File: config.mk
export PLATFORM = sky130hd
export DESIGN_NAME = rectangle_enc_ctrl
export DESIGN_NICKNAME = d
export VERILOG_FILES = /design/src/rtl/rectangle_enc_ctrl.sv
export SDC_FILE = /design/constraint.sdc
export NUM_CORES = 1
export LEC_CHECK = 0
export ABC_AREA = 1
export CORE_MARGIN = 4
export CORE_UTILIZATION = 50
export DETAILED_ROUTE_END_ITERATION = 10
export PLACE_DENSITY = 0.73
export SKIP_LAST_GASP = 1
export SYNTH_ARGS = -nofsm -noshare
export SYNTH_HDL_FRONTEND = slang
export SYNTH_SLANG_ARGS = --single-unit
File: constraint.sdc
create_clock -name clk -period 4.8 [get_ports clk]
set_clock_uncertainty 0.2 [all_clocks]
set_input_delay 1.44 -clock clk [delete_from_list [all_inputs] [get_ports clk]]
set_output_delay 1.44 -clock clk [all_outputs]
set_load 0.05 [all_outputs]
File: src/rtl/rectangle_enc_ctrl.sv
// rectangle_enc_ctrl: iterative RECTANGLE-80 encryption engine, one round per clock,
// wrapped around a single combinational rectangleRound instance.
// Build option: define RECTANGLE_EARLY_READY_EN to let a new job load in the same cycle
// the finished ciphertext is handed off (DONE -> RUN without visiting IDLE).
// Bit layout: cipher row 0 sits in the most significant 16 bits of state/key, so the
// 64-bit round key is always keys[79:16] and key row 4 is keys[15:0].

module rectangleRound (
  input  logic [63:0] state,
  input  logic [79:0] keys,
  input  logic [4:0]  r,
  input  logic [4:0]  rc,
  output logic [63:0] res,
  output logic [79:0] r_keys,
  output logic [4:0]  orc
);

  localparam logic [3:0] SBOX [16] = '{4'h6, 4'h5, 4'hC, 4'hA, 4'h1, 4'hE, 4'h7, 4'h9,
                                       4'hB, 4'h0, 4'h3, 4'hD, 4'h8, 4'hF, 4'h4, 4'h2};

  // Round index is carried for debug visibility only; the cipher round does not depend on it.
  logic unused_r;
  assign unused_r = ^r;

  function automatic logic [15:0] rol16(input logic [15:0] x, input int unsigned n);
    logic [31:0] y;
    y = {x, x} << n;
    return y[31:16];
  endfunction

  logic [3:0][15:0] s_row;
  logic [3:0][15:0] t_row;
  logic [3:0]       s_nib;

  // Data path: AddRoundKey, SubColumn across all 16 columns, then ShiftRow.
  always_comb begin
    // NOTE: every variable gets a value before any branch or loop, so no latch is inferred.
    s_nib = '0;
    for (int i = 0; i < 4; i++) begin
      s_row[i] = state[63-16*i -: 16] ^ keys[79-16*i -: 16];
      t_row[i] = '0;
    end
    for (int j = 0; j < 16; j++) begin
      s_nib = SBOX[{s_row[3][j], s_row[2][j], s_row[1][j], s_row[0][j]}];
      for (int i = 0; i < 4; i++) t_row[i][j] = s_nib[i];
    end
    res = {t_row[0], rol16(t_row[1], 1), rol16(t_row[2], 12), rol16(t_row[3], 13)};
  end

  logic [4:0][15:0] k_row;
  logic [3:0]       k_nib;
  logic [15:0]      k_row0_next;

  // Key schedule: S-box on the four rightmost columns, one Feistel step, round-constant XOR.
  always_comb begin
    k_nib = '0;
    for (int i = 0; i < 5; i++) k_row[i] = keys[79-16*i -: 16];
    for (int j = 0; j < 4; j++) begin
      k_nib = SBOX[{k_row[3][j], k_row[2][j], k_row[1][j], k_row[0][j]}];
      for (int i = 0; i < 4; i++) k_row[i][j] = k_nib[i];
    end
    k_row0_next = rol16(k_row[0], 8) ^ k_row[1] ^ {11'd0, rc};
    r_keys = {k_row0_next, k_row[2], k_row[3], rol16(k_row[3], 12) ^ k_row[4], k_row[0]};
  end

  // Round-constant LFSR: shift left, feedback is rc[4] ^ rc[2].
  assign orc = {rc[3:0], rc[4] ^ rc[2]};

endmodule

module rectangle_enc_ctrl #(
  parameter int         ROUNDS  = 25,
  parameter logic [4:0] RC_INIT = 5'h01
) (
  input  logic        clk,
  input  logic        rst,
  input  logic        in_valid,
  output logic        in_ready,
  input  logic [63:0] in_pt,
  input  logic [79:0] in_key,
  output logic        out_valid,
  input  logic        out_ready,
  output logic [63:0] out_ct,
  output logic        busy
);

  typedef enum logic [1:0] {IDLE, RUN, DONE} fsm_t;

  localparam logic [4:0] LAST_RND = 5'(ROUNDS - 1);

  fsm_t        fsm_q;
  logic [63:0] state_q;
  logic [79:0] key_q;
  logic [4:0]  rc_q;
  logic [4:0]  rnd_q;

  logic [63:0] res;
  logic [79:0] r_keys;
  logic [4:0]  orc;
  logic        accept;

  rectangleRound u_round (
    .state  (state_q),
    .keys   (key_q),
    .r      (rnd_q),
    .rc     (rc_q),
    .res    (res),
    .r_keys (r_keys),
    .orc    (orc)
  );

  // Ready is decoded from the registered FSM state; the early-ready build also follows out_ready in DONE.
`ifdef RECTANGLE_EARLY_READY_EN
  assign in_ready = (fsm_q == IDLE) || ((fsm_q == DONE) && out_ready);
`else
  assign in_ready = (fsm_q == IDLE);
`endif

  assign accept = in_valid && in_ready;
  assign busy   = (fsm_q != IDLE);

  // Control FSM and round registers; a load on acceptance overrides the per-state update.
  always_ff @(posedge clk) begin
    if (rst) begin
      // NOTE: the datapath registers are cleared too so a discarded job leaves no trace of its key.
      fsm_q     <= IDLE;
      state_q   <= '0;
      key_q     <= '0;
      rc_q      <= RC_INIT;
      rnd_q     <= '0;
      out_valid <= 1'b0;
      out_ct    <= '0;
    end else begin
      // NOTE: non-blocking assignments keep every register reading pre-edge values.
      case (fsm_q)
        IDLE: ;
        RUN: begin
          state_q <= res;
          key_q   <= r_keys;
          rc_q    <= orc;
          rnd_q   <= rnd_q + 5'd1;
          if (rnd_q == LAST_RND) begin
            out_ct    <= res ^ r_keys[79:16];
            out_valid <= 1'b1;
            fsm_q     <= DONE;
          end
        end
        DONE: begin
          if (out_ready) begin
            out_valid <= 1'b0;
            fsm_q     <= IDLE;
          end
        end
        default: fsm_q <= IDLE;
      endcase
      if (accept) begin
        state_q <= in_pt;
        key_q   <= in_key;
        rc_q    <= RC_INIT;
        rnd_q   <= '0;
        fsm_q   <= RUN;
      end
    end
  end

endmodule

# Word-level counts from Yosys, hierarchy flattened
# Memories as Yosys holds them, arrays and structs flattened.
# Index checks and enable logic that the tools add are counted.
dict set report classes {
  n_addsub 1
  magnitude_cmp 20
  eq_ne 8
  mux 51
  n_bitwise 30
  reduce_logical 10
}
# cell count
set ops {}
lappend ops {{$mux W4} 40}
lappend ops {{$mux W80} 2}
lappend ops {{$mux W64} 2}
lappend ops {{$ge A5 B5 Y1 const B} 20}
lappend ops {{$not A4 Y5} 20}
lappend ops {{$xor A16 B16 Y16} 6}
lappend ops {{$xor A64 B64 Y64} 1}
lappend ops {{$xor A16 B5 Y16} 1}
lappend ops {{$reduce_and A3 Y1} 3}
lappend ops {{$ne A3 B3 Y1 const B} 2}
lappend ops {{$pmux W2 S3} 1}
lappend ops {{$reduce_bool A2 Y1} 3}
lappend ops {{$add A5 B1 Y5 const B} 1}
lappend ops {{$eq A5 B5 Y1 const B} 1}
lappend ops {{$mux W2} 2}
lappend ops {{$ne A2 B2 Y1 const B} 2}
lappend ops {{$mux W1} 3}
lappend ops {{$eq A2 B1 Y1 const B} 1}
lappend ops {{$eq A2 B2 Y1 const B} 1}
lappend ops {{$logic_not A2 Y1} 1}
lappend ops {{$ne A2 B1 Y1 const B} 1}
lappend ops {{$pmux W1 S2} 1}
lappend ops {{$reduce_and A2 Y1} 1}
lappend ops {{$reduce_or A2 Y1} 1}
lappend ops {{3 further kinds} 3}
dict set report totals {
  ff_bits 221
  romBits 1280
  input_bits 148
  output_inout_bits 67
  n_memories 20
}
# memory words width read_ports rd_clocked_by_memory_dff wr line
set mem_list {}
lappend mem_list {{(no name shown)} 16 4 1 0 0 44} ;# s_nib = SBOX[{s_row[3][j], s_row[2][j], s_row[1][j], s_row[0][j]}];
lappend mem_list {{(no name shown)} 16 4 1 0 0 44}
lappend mem_list {{(no name shown)} 16 4 1 0 0 44}
lappend mem_list {{(no name shown)} 16 4 1 0 0 44}
lappend mem_list {{(no name shown)} 16 4 1 0 0 44}
lappend mem_list {{(no name shown)} 16 4 1 0 0 44}
lappend mem_list {{14 more memories} n/a n/a n/a n/a n/a n/a}

# Logic depth before layout (Yosys ltp)
# Gate-level depths: netlist of run 1.
dict set report logic_depth {
  word_depth 8
  mapped_depth 14
  mapped_depth_nobuf 14
}

# Modules after synthesis
# From an unflattened synthesis of run 1, not the netlist that was laid out.
dict set report unflattened {
  cells_unflattened 2433
  hier_area_um2 15253.4
}
# mod n_inst cells_each area_per_inst_um2 seq_area_each_um2
set modules_own_cells {}
lappend modules_own_cells {rectangle_enc_ctrl 1 1292 9519.1 4424.2}
lappend modules_own_cells {rectangleRound 1 1141 5734.2 0.0}

# Worst setup path after synthesis of run 1
# No wires, ideal clock.
dict set report synth_path {
  path_type {register -> output}
  start {register fsm_q[0]}
  end {output port busy}
  t_arrival_ps 1166
  required_time_ps 3160
  setup_slack_ps 1994
  stages_incl_launch_ff 3
  cell_sequence {dfxtp_1 nor2_2 inv_1}
}
dict set report synth_between {
  elab_chain_cells 1
}
# element line
set synth_lines {}
lappend synth_lines {{start, declared} 91} ;# fsm_t fsm_q;
lappend synth_lines {{start signal, assigned} 126} ;# fsm_q <= IDLE;
lappend synth_lines {{start signal, assigned} 145} ;# fsm_q <= DONE;
lappend synth_lines {{start signal, assigned} 151} ;# fsm_q <= IDLE;
lappend synth_lines {{$reduce_bool A2 Y1} 120} ;# assign busy = (fsm_q != IDLE);
lappend synth_lines {{end, declared} 84} ;# output logic busy
# No other way between the ends.

# Final worst setup path of run 1
dict set report layout_path {
  start {register fsm_q[0]}
  end {output port in_ready}
}
dict set report layout_between {
  elab_chain_cells 1
}
# element line
set layout_lines {}
lappend layout_lines {{$logic_not A2 Y1} 116} ;# assign in_ready = (fsm_q == IDLE);
lappend layout_lines {{end, declared} 78} ;# output logic in_ready,
# No other way between the ends.

==> results of run 1 <==
==> layer usage <==
layer  vias to the layer above  routed length (um)  track usage
met1                      7279               22000        0.408
met4                         2                1860        0.101
li1                       7819                   -            -
met2                       625               22500        0.469
met5                         -                  13            0
met3                       100                3850       0.0365
==> logic make-up after synthesis <==
logic type | count (synthesis)
and+or+nand+nor | 1375
buffers and inverters | 376
DFF | 221
AOI/OAI and AO/OA | 216
xor gates and xnor gates | 122
adders and majority gates | 83
==> metrics by stage <==
| step | utilization | hold slack [ns] | area (um^2) | setup WS [ns] | power (W) |
|---|---|---|---|---|---|
| global placement | 0.579 | 0.259 | 17200 | 1.26 | 0.00433 |
| finish | 0.612 | 0.273 | 18200 | 1.28 | 0.00667 |
| floorplan | - | 0.265 | 15100 | 1.99 | 0.00377 |
| global route | 0.612 | 0.314 | 18200 | 1.23 | 0.00708 |
| detailed placement | 0.579 | 0.262 | 17200 | 1.21 | 0.00439 |
| CTS | 0.612 | 0.275 | 18200 | 1.27 | 0.00666 |
==> flip-flops by register name, summed over array words and instances, names as in the netlist <==
name / count
out_ct: 64
out_valid: 1
fsm_q: 2
key_q: 80
rc_q: 5
state_q: 64
rnd_q: 5
==> power groups by stage <==
stage | clock (W) | combinational, W | sequential [W]
after floorplan | 0 | 0.00166 | 0.00211
after global placement | 0 | 0.00211 | 0.00222
after detailed placement | 0 | 0.00217 | 0.00223
after CTS | 0.00228 | 0.00219 | 0.00219
after global routing | 0.00236 | 0.00251 | 0.00221
final | 0.00226 | 0.00221 | 0.00219
==> worst max-delay path, delay by kind of cell, from the launching register on <==
kind	cells	cell delay, ns
buf+inv	1	0.82
flops	1	0.35
simple gates	1	0.16
==> cells in the final DEF (no fill, tap or decap) <==
cell type and n:
ha_1 83, nor2_2 1, or2_2 1, nand3b_1 14, buf_12 2, clkdlybuf4s50_1 213
a221oi_1 12, buf_4 13, nor3_1 1, inv_1 256, nand2_1 915, o21ai_0 29
inv_4 1, o221ai_1 4, clkbuf_8 4, xnor2_1 61, nor2_4 2, dfxtp_1 221
o211ai_1 6, a21oi_1 45, clkbuf_16 27, nand4_1 1, o21a_1 13, clkinv_4 1
nand3_1 236, bufinv_16 6, clkbuf_1 4, clkinvlp_4 2, nor3b_1 2, nor2_1 202
clkinv_2 6, clkinv_1 1, a22o_1 36, xor2_1 61, a31oi_1 71
==> cell type report <==
| cell class | count | area [um^2] |
|---|---|---|
| fill | 2811 | 11500 |
| tap | 390 | 488 |
| inverter | 259 | 976 |
| clock inverter | 14 | 229 |
| multi-input combinational | 1796 | 9060 |
| sequential | 221 | 4420 |
| timing repair buffer | 228 | 2270 |
| clock buffer | 35 | 746 |
==> worst min path at each step <==
| stage | start | to | slack (ns) | cells past startpoint |
|---|---|---|---|---|
| detailed placement | out_valid | out_valid | 0.26 | 2 |
| finish | out_valid | out_valid | 0.27 | 2 |
| global placement | out_valid | out_valid | 0.26 | 2 |
| global route | rc_q[0] | rc_q[1] | 0.31 | 2 |
| CTS | out_valid | out_valid | 0.28 | 2 |
| floorplan | rc_q[0] | rc_q[1] | 0.26 | 2 |
==> impl_metrics.py, run 1 <==
metrics = {
    "power_and_ir_drop": {
        "p_int_w": 0.00418,
        "power.switching_w": 0.00249,
        "p_comb_frac": 0.332,
        "p_leak_nw": 8.82,
        "power.density_nw_per_um2": 366,
        "swShare": 0.373,
        "clockPowerShare": 0.339,
        "peakVddDrop_mv": 0.226,
        "pwr-share-seq": 0.329,
    },
    "clock_tree": {
        "cts_root_buffer": "clkbuf_16",
        "cts_tree": "built",
        "htreeDepth": 1,
        "cts_buffers": 27,
        "post_cts_buffers": 0,
        "clockBufferDepth": 3,
        "cts-resized-gates": 0,
        "cts_num_sinks": 221,
        "clk_latency_ns": 0.54,
        "path_clk_slew_ns": 0.06,
        "holdBufCountCts": 0,
    },
    "routing": {
        "drt_first_pass_iters": 5,
        "ant_nets": 0,
        "viasPerCell": 5.38,
        "drc": 0,
        "wl_per_cell_um": 17.1,
        "wl_um": 50300,
        "drt-initial-drc-count": 1502,
        "dr_total_vias": 15800,
    },
    "synthesis": {
        "synth_area_leaders": "dfxtp_1 (29%), nand2_1 (23%), nand3_1 (7.8%), ha_1 (6.9%), inv_1 (6.4%)",
        "synth_area_um2": 15100,
        "synthCells": 2393,
        "avgSynthCellArea_um2": 6.30,
        "synth_compound_area_frac": 0.0938,
        "synthSimpleGateAreaFrac": 0.368,
        "synthFlopType": "dfxtp_1",
        "synthDistinctLibCells": 31,
        "synth_edf_count": 0,
        "synthTopCellsByCount": "nand2_1 (915), inv_1 (256), nand3_1 (236)",
        "synth.most_common_cell": "nand2_1",
        "synth_top_area_cell": "dfxtp_1",
        "synth_top_family_by_area": "simple AND/OR/NAND/NOR gates",
        "synth_top_area_frac": 0.294,
        "yosysWarnings": 0,
        "synth_xor_area_frac": 0.0709,
        "synth-seq-area-share": 0.294,
        "ys_async_sr_fraction": 0,
        "synth_nets": 2624,
        "synth_fa_ha_area_frac": 0.0689,
        "ys_seq_elements": 221,
        "synthMuxAreaShare": 0,
    },
    "global_route": {
        "grt_pass1_vias": 14500,
        "grt_usage": 0.292,
        "grt_pass1_wl_um": 78500,
        "grt_max_degree": 98,
        "antenna_found_initial": 1,
        "grt_overflow_total": 0,
    },
    "placement": {
        "globalplace.congestion": 0.968,
        "portBuffers": 214,
        "placed_cells": 2894,
        "dp_hpwl_um": 36600,
    },
    "sta": {
        "post-route-period-util": 0.733,
        "rsz0062_at_grt": "false",
        "fin_setup_tns_ns": 0,
        "slew_violations": 0,
        "slew_headroom": 0.355,
        "worstMarginPinSlew_ns": 0.967,
        "max_freq_mhz": 284,
        "hold_viol": 0,
        "setup_violations": 0,
        "period_minus_slack_ns": 3.52,
    },
    "critical_path": {
        "cp.arrival_ns": 1.88,
        "path_max_fanout": 3,
        "worstSetupPathType": "reg2out",
        "critical_path.cell_chain": "nor2_2 -> clkdlybuf4s50_1",
        "rr_endpoint": "key_q[14]",
        "cpPeakStageDelay_ns": 0.82,
        "rrSetupSlack_ns": 2.23,
        "startpoint": "fsm_q[0]",
        "end_kind": "primary output",
        "reg2reg_depth": 6,
        "slowest_stage": "clkdlybuf4s50_1",
        "reg2reg_from": "fsm_q[0]",
        "critPathLaunchType": "flop",
        "setup.worst_path.end": "in_ready",
        "cp.required_ns": 3.16,
    },
    "outcome": {
        "run_status": "completed",
    },
    "layout": {
        "nNetsFinal": 2764,
        "drive_gt1_frac": 0.0259,
        "n_antenna_cell": 0,
        "area_growth_pct": 20.8,
        "layout.cells.non_filler": 2943,
    },
    "floorplan": {
        "die_area_um2": 33000,
        "ios": 215,
        "die_y_um": 182,
        "coreArea_um2": 29700,
        "initial_core_util": 0.507,
        "die_x_um": 182,
        "rows": 63,
    },
    "worst_hold_path": {
        "holdCritPathClass": "reg2reg",
    },
    "job": {
        "cap_violations": 0,
    },
}
Power figures use the tool's default switching activity.
==> run 2: changes to the inputs <==
--- a/config.mk
+++ b/config.mk
@@ -9,7 +9,7 @@
 export CORE_MARGIN = 4
 export CORE_UTILIZATION = 50
 export DETAILED_ROUTE_END_ITERATION = 10
-export PLACE_DENSITY = 0.73
+export PLACE_DENSITY = 0.76
 export SKIP_LAST_GASP = 1
 export SYNTH_ARGS = -nofsm -noshare
 export SYNTH_HDL_FRONTEND = slang
==> constraint.sdc (replaced) <==
create_clock -name clk -period 3.1 [get_ports clk]
set_clock_uncertainty 0.2 [all_clocks]
set_input_delay 0.93 -clock clk [delete_from_list [all_inputs] [get_ports clk]]
set_output_delay 0.93 -clock clk [all_outputs]
set_load 0.05 [all_outputs]
==> run 2 against run 1 <==
  * Cell area about the same
  * Worst hold slack improved by 0.019 ns
  * Critical path depth grew 1
  * Routed wire length grew 0.15%
  * Critical path type unchanged
  * Largest cell class unchanged
  * Core utilization about the same
  * Sequential share of layout area is essentially flat
  * Cell count is 0.14% higher
  * Die area unchanged
  * Non-clock buffer count grew 6
  * First-iteration DRC count grew 2.0%
  * Highest routed layer is now met4
==> impl_metrics.py, run 2 (synthesis gave the netlist of run 1 again) <==
metrics = {
    "critical_path": {
        "path_buf_inv": 2,
        "rrSetupSlack_ns": 0.67,
        "path_depth": 3,
        "cp_top_family": "buffers and inverters",
        "critical_path.cell_chain": "nor2_2 -> inv_1 -> clkdlybuf4s50_1",
        "startpoint": "fsm_q[0]",
        "cp.arrival_ns": 1.84,
        "reg2reg_from": "fsm_q[1]",
        "worstSetupPathType": "reg2out",
        "cp.required_ns": 1.97,
        "rr_endpoint": "state_q[46]",
        "slowest_stage": "clkdlybuf4s50_1",
        "end_kind": "primary output",
        "critPathLaunchType": "flop",
        "path_max_fanout": 3,
        "reg2reg_depth": 8,
        "setup.worst_path.end": "busy",
        "cpPeakStageDelay_ns": 0.79,
    },
    "layout": {
        "largest_reg_flops": 80,
        "multi_input_area_um2": 9060,
        "seqCellArea_um2": 4420,
        "fillers": 2752,
        "final_cell_mix": "nand2_1 (915), inv_1 (256), nand3_1 (236)",
        "drive_gt1_frac": 0.0262,
        "reg_top3": "key_q: 80 flops, out_ct: 64 flops, state_q: 64 flops",
        "n_antenna_cell": 0,
        "area_growth_pct": 20.7,
        "fin_util": 0.612,
        "largest-register": "key_q",
        "nNetsFinal": 2769,
        "layout_commonest_cell": "nand2_1",
    },
    "routing": {
        "drt-initial-drc-count": 1532,
        "drc": 0,
        "viasPerCell": 5.39,
        "wl_per_cell_um": 17.1,
        "wl_um": 50400,
        "ant_nets": 0,
        "dr_total_vias": 15900,
        "drt_first_pass_iters": 6,
    },
    "clock_tree": {
        "clockBufferDepth": 3,
        "holdBufCountCts": 0,
        "cts_tree": "built",
        "cts_num_sinks": 221,
        "cts_root_buffer": "clkbuf_16",
        "post_cts_buffers": 0,
        "cts_buffers": 26,
        "htreeDepth": 1,
        "clk_latency_ns": 0.54,
        "path_clk_slew_ns": 0.06,
    },
    "floorplan": {
        "die_x_um": 182,
        "ios": 215,
        "initial_core_util": 0.507,
        "rows": 63,
        "coreArea_um2": 29700,
        "die_area_um2": 33000,
        "die_y_um": 182,
    },
    "sta": {
        "slew_violations": 0,
        "slew_headroom": 0.564,
        "rsz0062_at_grt": "false",
        "max_freq_mhz": 337,
        "worstMarginPinSlew_ns": 0.654,
        "fin_setup_tns_ns": 0,
        "post-route-period-util": 0.958,
        "hold_viol": 0,
        "period_minus_slack_ns": 2.97,
        "setup_violations": 0,
    },
    "global_route": {
        "grt_max_degree": 94,
        "grt_usage": 0.294,
        "antenna_found_initial": 0,
        "grt_overflow_total": 0,
        "grt_pass1_vias": 14700,
        "grt_pass1_wl_um": 79700,
    },
    "power_and_ir_drop": {
        "peakVddDrop_mv": 0.482,
        "power.density_nw_per_um2": 545,
        "p_leak_nw": 8.82,
    },
    "placement": {
        "dp_hpwl_um": 37000,
        "portBuffers": 214,
        "globalplace.congestion": 0.957,
    },
    "worst_hold_path": {
        "min_from": "out_valid",
        "holdCritPathClass": "reg2reg",
    },
    "outcome": {
        "run_status": "completed",
    },
    "job": {
        "cap_violations": 0,
    },
}
run 2: worst min path at each step:
stage / cells after the start / slack, ns / endpoint
after floorplan: 2 / 0.26 / rc_q[1]
after CTS: 2 / 0.28 / out_valid
after global placement: 2 / 0.27 / out_valid
final: 2 / 0.29 / out_valid
after global routing: 2 / 0.30 / out_valid
after detailed placement: 2 / 0.27 / out_valid
run 2: routing by layer:
metal	vias to the layer above	wire, um	global-route usage
li1	7818	-	-
met3	99	4090	0.0351
met1	7289	21900	0.410
met4	0	1810	0.0976
met5	-	0	0
met2	687	22600	0.474
run 2: final cells by class:
cell class              instances  share of cell area
multi-input cells            1796               0.498
flip-flops and latches        221               0.243
repair buffers                234               0.132
inverters                     259              0.0537
clock buffers                  39              0.0424
well taps                     390              0.0268
clock inverters                 8             0.00372
run 2: tightest hold or removal path: cells and delay by family (launching register included):
kind	cells	cell delay [ns]
DFF	1	0.32
AOI/OAI and AO/OA	1	0.05
and+or+nand+nor	1	0.07
run 2: metrics by stage:
step	std cells	hold WS [ns]	cell area (um^2)	worst slack, ns	power [W]
2_1_floorplan	2393	0.265	15100	0.804	0.00583
3_3_place_gp	2900	0.265	17300	0.362	0.00673
3_5_place_dp	2900	0.269	17300	0.338	0.00682
4_1_cts	2947	0.284	18200	0.0260	0.00988
5_1_grt	2947	0.301	18200	0.0740	0.0105
6_report	2947	0.291	18200	0.131	0.00991
run 2: repair_timing:
action	4_1_cts	5_1_grt
hold endpoints to repair	0	0
gates resized for setup	0	1
setup endpoints to repair	0	1
run 2: where the power goes:
group	leakage, nW	internal (W)	switching [W]
clock network	0.415	0.00179	0.00128
logic	6.59	0.00126	0.00221
registers	1.81	0.00305	0.000329
total	8.82	0.00610	0.00381
